File: config.mk
export PLATFORM = sky130hd
export DESIGN_NAME = pos_sweep_engine
export DESIGN_NICKNAME = d
export VERILOG_FILES = /design/src/rtl/pos_sweep_pkg.sv /design/src/rtl/pos_sweep_engine_eval.sv /design/src/rtl/pos_sweep_engine.sv
export SDC_FILE = /design/constraint.sdc
export NUM_CORES = 1
export LEC_CHECK = 0
export ABC_CLOCK_PERIOD_IN_PS = 2640
export CAP_MARGIN = 20
export CORE_ASPECT_RATIO = 1.25
export CORE_MARGIN = 2
export CORE_UTILIZATION = 47
export CTS_CLUSTER_SIZE = 10
export DETAILED_ROUTE_END_ITERATION = 7
export PLACE_DENSITY = 0.67
export REMOVE_ABC_BUFFERS = 1
export SLEW_MARGIN = 20
export SYNTH_ARGS = -nofsm -noshare
export SYNTH_HDL_FRONTEND = slang
export SYNTH_SLANG_ARGS = --single-unit
File: constraint.sdc
create_clock -name clk -period 2.64 [get_ports clk]
set_input_delay 0.528 -clock clk [delete_from_list [all_inputs] [get_ports clk]]
set_output_delay 0.528 -clock clk [all_outputs]
set_load 0.1 [all_outputs]
File: src/rtl/pos_sweep_pkg.sv
// pos_sweep_pkg: shared FSM state and maxterm slot types for the POS sweep engine
// Slot masks are sized for the widest supported N_IN; narrower instances keep upper bits zero.
package pos_sweep_pkg;
  localparam int N_IN_MAX = 8;
  typedef enum logic [1:0] {IDLE, SWEEP, DONE} state_t;
  typedef struct packed {
    logic                en;
    logic [N_IN_MAX-1:0] use_mask;
    logic [N_IN_MAX-1:0] neg_mask;
  } term_t;
endpackage

File: src/rtl/pos_sweep_engine_eval.sv
// pos_eval: combinational product-of-sums evaluator over a maxterm table
// Ports: vec_i input vector, tbl_i slot table, f_o = AND of enabled term sums (1 when none enabled).
module pos_eval
  import pos_sweep_pkg::*;
#(
  parameter int N_IN    = 4,
  parameter int N_TERMS = 8
) (
  input  logic [N_IN-1:0] vec_i,
  input  term_t           tbl_i [N_TERMS],
  output logic            f_o
);
  logic [N_IN_MAX-1:0] x;
  // A literal is x ^ neg; a term with an empty use mask sums to 0.
  always_comb begin
    x = N_IN_MAX'(vec_i);
    f_o = 1'b1;
    for (int k = 0; k < N_TERMS; k++)
      f_o = f_o & (~tbl_i[k].en | (|(tbl_i[k].use_mask & (x ^ tbl_i[k].neg_mask))));
  end
endmodule

File: src/rtl/pos_sweep_engine.sv
// pos_sweep_engine: programmable POS engine with registered direct path and truth-table sweep
// Ports: cfg_* write one slot in IDLE; eval_in/eval_f direct path (1-cycle latency);
// start launches a sweep streamed on out_valid/out_ready/out_vec/out_f/out_last;
// ones_count tallies accepted ones; done pulses after the last row; busy is high while sweeping.
module pos_sweep_engine
  import pos_sweep_pkg::*;
#(
  parameter int N_IN    = 4,
  parameter int N_TERMS = 8
) (
  input  logic                                            clk,
  input  logic                                            rst_n,
  input  logic                                            cfg_we,
  input  logic [((N_TERMS > 1) ? $clog2(N_TERMS) : 1)-1:0] cfg_idx,
  input  logic                                            cfg_en,
  input  logic [N_IN-1:0]                                 cfg_use,
  input  logic [N_IN-1:0]                                 cfg_neg,
  input  logic [N_IN-1:0]                                 eval_in,
  output logic                                            eval_f,
  input  logic                                            start,
  output logic                                            busy,
  output logic                                            out_valid,
  input  logic                                            out_ready,
  output logic [N_IN-1:0]                                 out_vec,
  output logic                                            out_f,
  output logic                                            out_last,
  output logic [N_IN:0]                                   ones_count,
  output logic                                            done
);
  localparam int CW = N_IN + 1;
  state_t          state_q, state_d;
  logic [N_IN-1:0] vec_q, vec_d;
  logic [N_IN:0]   ones_q, ones_d;
  logic            eval_f_q;
  term_t           tbl_q [N_TERMS];
  term_t           tbl_d [N_TERMS];
  logic            f_direct, f_sweep, last;
  pos_eval #(.N_IN(N_IN), .N_TERMS(N_TERMS)) u_direct (.vec_i(eval_in), .tbl_i(tbl_q), .f_o(f_direct));
  pos_eval #(.N_IN(N_IN), .N_TERMS(N_TERMS)) u_sweep  (.vec_i(vec_q),   .tbl_i(tbl_q), .f_o(f_sweep));
  assign last       = &vec_q;
  assign busy       = (state_q == SWEEP);
  assign out_valid  = busy;
  assign out_vec    = vec_q;
  assign out_f      = busy & f_sweep;
  assign out_last   = busy & last;
  assign done       = (state_q == DONE);
  assign ones_count = ones_q;
  assign eval_f     = eval_f_q;
  always_comb begin
    state_d = state_q;
    vec_d   = vec_q;
    ones_d  = ones_q;
    tbl_d   = tbl_q;
    // Indices at or beyond N_TERMS never match a slot, so they are dropped.
    for (int k = 0; k < N_TERMS; k++)
      if (state_q == IDLE && cfg_we && 32'(cfg_idx) == k)
        tbl_d[k] = '{en: cfg_en, use_mask: N_IN_MAX'(cfg_use), neg_mask: N_IN_MAX'(cfg_neg)};
    case (state_q)
      IDLE: if (start) begin
        state_d = SWEEP;
        vec_d   = '0;
        ones_d  = '0;
      end
      SWEEP: if (out_ready) begin
        ones_d  = ones_q + CW'(f_sweep);
        state_d = last ? DONE : SWEEP;
        vec_d   = last ? vec_q : vec_q + N_IN'(1);
      end
      default: state_d = IDLE;
    endcase
  end
  always_ff @(posedge clk) begin
    if (!rst_n) begin
      state_q  <= IDLE;
      vec_q    <= '0;
      ones_q   <= '0;
      eval_f_q <= 1'b0;
      tbl_q    <= '{default: '0};
    end else begin
      state_q  <= state_d;
      vec_q    <= vec_d;
      ones_q   <= ones_d;
      eval_f_q <= f_direct;
      tbl_q    <= tbl_d;
    end
  end
endmodule

==> results.md <==
Power:
- The standby leakage power is approximately 2.3 nW.
- The worst ir drop on vdd is around 320 uV.
- Summing internal, switching and leakage power gives ~3.1 mW.
- In this run the power density over the cells is ~600 nW/um^2.

STA:
- The final setup violation count is 1.
- The fmax is 378 MHz.
- The final count of pins violating max slew is 0.
- The number of hold violations in the final report was 0.
- The final critical path time including I/O delays and setup is approximately 2.6 ns.
- The remaining max-slew budget at the tightest pin is a little over half.
- Setup repair after global routing could not meet its margin everywhere.
- The post-route worst setup slack is -0.00585 ns.
- The worst-case clock skew is between 0.006 and 0.007 ns.
- At the pin with the least slew margin, the transition time is approximately 0.7 ns.
- The final cycle utilization of the critical path is 100%.

Critical path:
- The cell type of the slowest stage on the worst timing path is sky130_fd_sc_hd__a222oi_1.
- The worst endpoint data arrival time is ~2.1 ns.
- Along the worst path, the maximum fanout reaches 4.
- The critical path data required time is about 2.1 ns.
- The worst setup path is of the reg2out kind.
- The critical path's top delay family is compound AO/OA/AOI/OAI gates.
- The endpoint kind of the worst setup timing path is a primary output.
- Traced cell by cell, the critical path runs through buf_4 > xor2_1 > a222oi_1 > a31oi_2 > and4_4 > and2_4 > buf_12.
- The number of buffers and inverters on the critical path is 2.
- The largest single stage delay on the critical path is approximately 0.45 ns.
- STA classifies the critical path startpoint as a flip-flop.

Outcome:
- The final reports fail on negative setup slack.
- The flow ran to the end, but the final reports show violations.

Finish:
- The finished layout cell area is slightly above 5000 um^2.
- The area added between synthesis and finish is 19.6%.
- The number of nets at the end of the flow is 519.
- The utilization of the core after routing is 56.9%.
- The count of antenna diodes in the layout is 0.
- The sequential cell area is 1680 um^2.
- The share of post-route cells with drive strength above 1 is 12.2%.
- In the final layout, the multi-input gates occupy 2460 um^2.
- The layout has just under 800 filler cells.

Routing:
- The initial detailed-routing violation count is between 200 and 300.
- Detailed routing inserted a total of about 3,500 vias.
- The first TritonRoute pass finished after 5 iterations.
- After detailed routing, the average wire length per cell comes to roughly 18 um.
- The remaining number of nets flagged by the antenna check after routing is 0.
- After detailed routing, the number of vias per cell comes to 5.58.
- The routed design has 11.2 mm of wire.
- For this run, design rule violations remaining after detail routing come to 0.

Clocking:
- The clock tree from TritonCTS is done.
- In this run the number of H-tree levels came out at 3.
- The worst-case clock buffer depth is 2.
- The number of clock sinks is 84.
- The clock latency on the worst-skew pair is 0.35 ns.
- The root buffer selected by CTS is sky130_fd_sc_hd__clkbuf_16.
- After clock tree synthesis, the clock-pin slew on the worst setup and hold paths is ~0.06 ns.
- TritonCTS created 9 clock buffers.

Logic synthesis:
- The warning count from the yosys run is 0.
- The number of register bits inferred by synthesis is 84.
- The share of the Yosys chip area taken by registers is about two fifths.
- Dividing the synthesized area by the synthesized cell count gives just over 9 um^2.
- The count of different cell masters after synthesis is 28.
- Summing every instance area after synthesis gives about 4300 um^2.
- The gate count of the mapped netlist is around 470.

Global route:
- In this run the most used layer during global routing was met2.
- The initial antenna violation count is 0.
- The first global-routing pass estimated approximately 18 mm of wire.
- In the global route stage, met3 resource usage came out at slightly below 3%.
- The number of global-route vias before repair is about 3,300.
- In the global route stage, met1 resource usage came out at 30.5%.
- Global routing used a little under a quarter of the available tracks across all layers.
- In the global route stage, met2 resource usage came out at between 30% and 40%.
- Global routing finished with a remaining overflow of 0.
- Entering global routing, the biggest net connects 43 pins.

Place:
- At the end of routability-driven placement, the weighted congestion stood at a little under 0.9.
- The post-place setup slack is between 0.2 and 0.3 ns.
- Summing all placed instances gives a cell area of between 4000 and 5000 um^2.
- Input and output buffers added on the ports amount to 35.
- The half-perimeter wire length after detailed placement is 7.69 mm.

Floorplanning:
- During I/O placement, the number of pins put on the boundary was 36.
- The initialized floorplan defines 39 standard-cell rows.
- The initial core utilization is 47.6%.
- The chip height is 111 um.
- The die area is 9930 um^2.
- In this run the horizontal extent of the chip is between 80 and 90 um.
- The standard cell core area is 9030 um^2.

Job:
- Across the run, the number of max-cap violations was 0.

Hold path:
- The path class of the tightest hold or removal check is reg2reg.
==> power breakdown <==
group | total, mW | switching (mW) | internal [mW]
clock network | 1.44 | 0.520 | 0.920
registers | 1.32 | 0.0251 | 1.29
logic | 0.350 | 0.216 | 0.134
==> cells in the final DEF, fill, tap and decap left out, types with 2 or more instances in the layout <==
cell,synthesis,routed
sky130_fd_sc_hd__a222oi_1,16,16
sky130_fd_sc_hd__clkinv_2,0,2
sky130_fd_sc_hd__a31oi_1,4,2
sky130_fd_sc_hd__dfxtp_1,84,82
sky130_fd_sc_hd__bufinv_16,0,3
sky130_fd_sc_hd__buf_12,0,4
sky130_fd_sc_hd__nand4_1,4,4
sky130_fd_sc_hd__nand3_1,40,40
sky130_fd_sc_hd__buf_4,4,25
sky130_fd_sc_hd__clkinvlp_4,0,2
sky130_fd_sc_hd__clkbuf_16,0,9
sky130_fd_sc_hd__a31oi_2,0,2
sky130_fd_sc_hd__nor2_1,12,11
sky130_fd_sc_hd__ha_1,3,3
sky130_fd_sc_hd__dfxtp_2,0,2
sky130_fd_sc_hd__xor2_1,69,69
sky130_fd_sc_hd__clkdlybuf4s50_1,0,19
sky130_fd_sc_hd__buf_6,2,3
sky130_fd_sc_hd__a21boi_0,30,30
sky130_fd_sc_hd__and3_1,8,8
sky130_fd_sc_hd__nand2_1,54,54
sky130_fd_sc_hd__mux2i_1,47,47
sky130_fd_sc_hd__nor2b_1,48,48
sky130_fd_sc_hd__nand2_2,3,3
==> cell type report <==
| class | count | share of cell area (%) |
|---|---|---|
| Multi-Input combinational cell | 347 | 47.9 |
| Timing Repair Buffer | 52 | 9.67 |
| Clock buffer | 9 | 4.38 |
| Sequential cell | 84 | 32.8 |
| Inverter | 1 | 0.0731 |
| Clock inverter | 7 | 2.24 |
| Tap cell | 123 | 3.00 |
==> per-layer routing <==
| layer | routed length [um] | vias to the layer above |
|---|---|---|
| met3 | 455 | 28 |
| met1 | 4860 | 1679 |
| met2 | 5490 | 114 |
| met4 | 391 | 0 |
| li1 | - | 1654 |
| met5 | 0 | - |
==> synthesized netlist by cell type <==
master	n	area [um^2]
sky130_fd_sc_hd__nand4_1	4	25.0
sky130_fd_sc_hd__nor3_1	1	5.00
sky130_fd_sc_hd__dfxtp_1	84	1680
sky130_fd_sc_hd__a41oi_2	1	16.3
sky130_fd_sc_hd__nand3_1	40	200
sky130_fd_sc_hd__and2b_1	1	7.51
sky130_fd_sc_hd__ha_1	3	37.5
sky130_fd_sc_hd__or2_4	1	8.76
sky130_fd_sc_hd__buf_6	2	22.5
sky130_fd_sc_hd__nor2_1	12	45.0
sky130_fd_sc_hd__buf_2	7	35.0
sky130_fd_sc_hd__inv_1	1	3.75
sky130_fd_sc_hd__xor2_1	69	604
sky130_fd_sc_hd__nand2_1	54	203
sky130_fd_sc_hd__a31oi_1	4	25.0
sky130_fd_sc_hd__and4_4	1	11.3
sky130_fd_sc_hd__nand2_2	3	18.8
sky130_fd_sc_hd__nand2b_1	1	6.26
sky130_fd_sc_hd__a21boi_0	30	225
sky130_fd_sc_hd__and3_1	8	50.1
sky130_fd_sc_hd__a222oi_1	16	160
sky130_fd_sc_hd__buf_4	4	30.0
sky130_fd_sc_hd__and2_1	1	6.26
sky130_fd_sc_hd__mux2i_1	47	470
sky130_fd_sc_hd__nor2b_1	48	300
sky130_fd_sc_hd__o21a_1	1	7.51
sky130_fd_sc_hd__or2b_1	1	7.51
sky130_fd_sc_hd__clkbuf_1	22	82.6
==> state kept, by name, indices dropped and copies added (netlist names) <==
register and cells:
state_q 2, eval_f 1, out_vec 4, tbl_q 72
ones_count 5
==> tightest hold or removal path, stage by stage (launching register included) <==
cell,delay (ns)
sky130_fd_sc_hd__dfxtp_1,0.32
sky130_fd_sc_hd__nand2_1,0.05
sky130_fd_sc_hd__a21boi_0,0.06
==> stage by stage <==
stage          hold slack [ns]  std cells  setup TNS, ns
5_1_grt                  0.520        623         -0.103
2_1_floorplan            0.452        432          -3.13
4_1_cts                  0.485        622              0
3_3_place_gp             0.467        606              0
3_5_place_dp             0.477        606              0
6_report                 0.490        623       -0.00585
==> repair_timing <==
action                     CTS  global route
buffers inserted             0             1
resized for setup            4             4
pin swaps                    4             3
setup endpoints to repair    1             1
hold buffers                 0             0
==> kinds of logic after synthesis <==
| logic type | share of synthesized area [%] |
|---|---|
| multiplexers | 10.9 |
| flip-flops | 39.1 |
| XOR/XNOR | 14.1 |
| adder cells (fa/ha/maj) | 0.874 |
| AND/OR/NAND/NOR | 20.8 |
| buffers and inverters | 4.05 |
| AO/OA/AOI/OAI | 10.1 |
==> final timing paths <==
path / start / end / slack, ns / depth (start not counted)
worst max register to register: out_vec[0] / ones_count[4] / 0.37 / 10
worst max-delay path: out_vec[0] / out_f / -0.006 / 7
worst min-delay path: ones_count[0] / ones_count[0] / 0.49 / 2
worst min register to register: ones_count[0] / ones_count[0] / 0.49 / 2
Power figures use the tool's default switching activity.
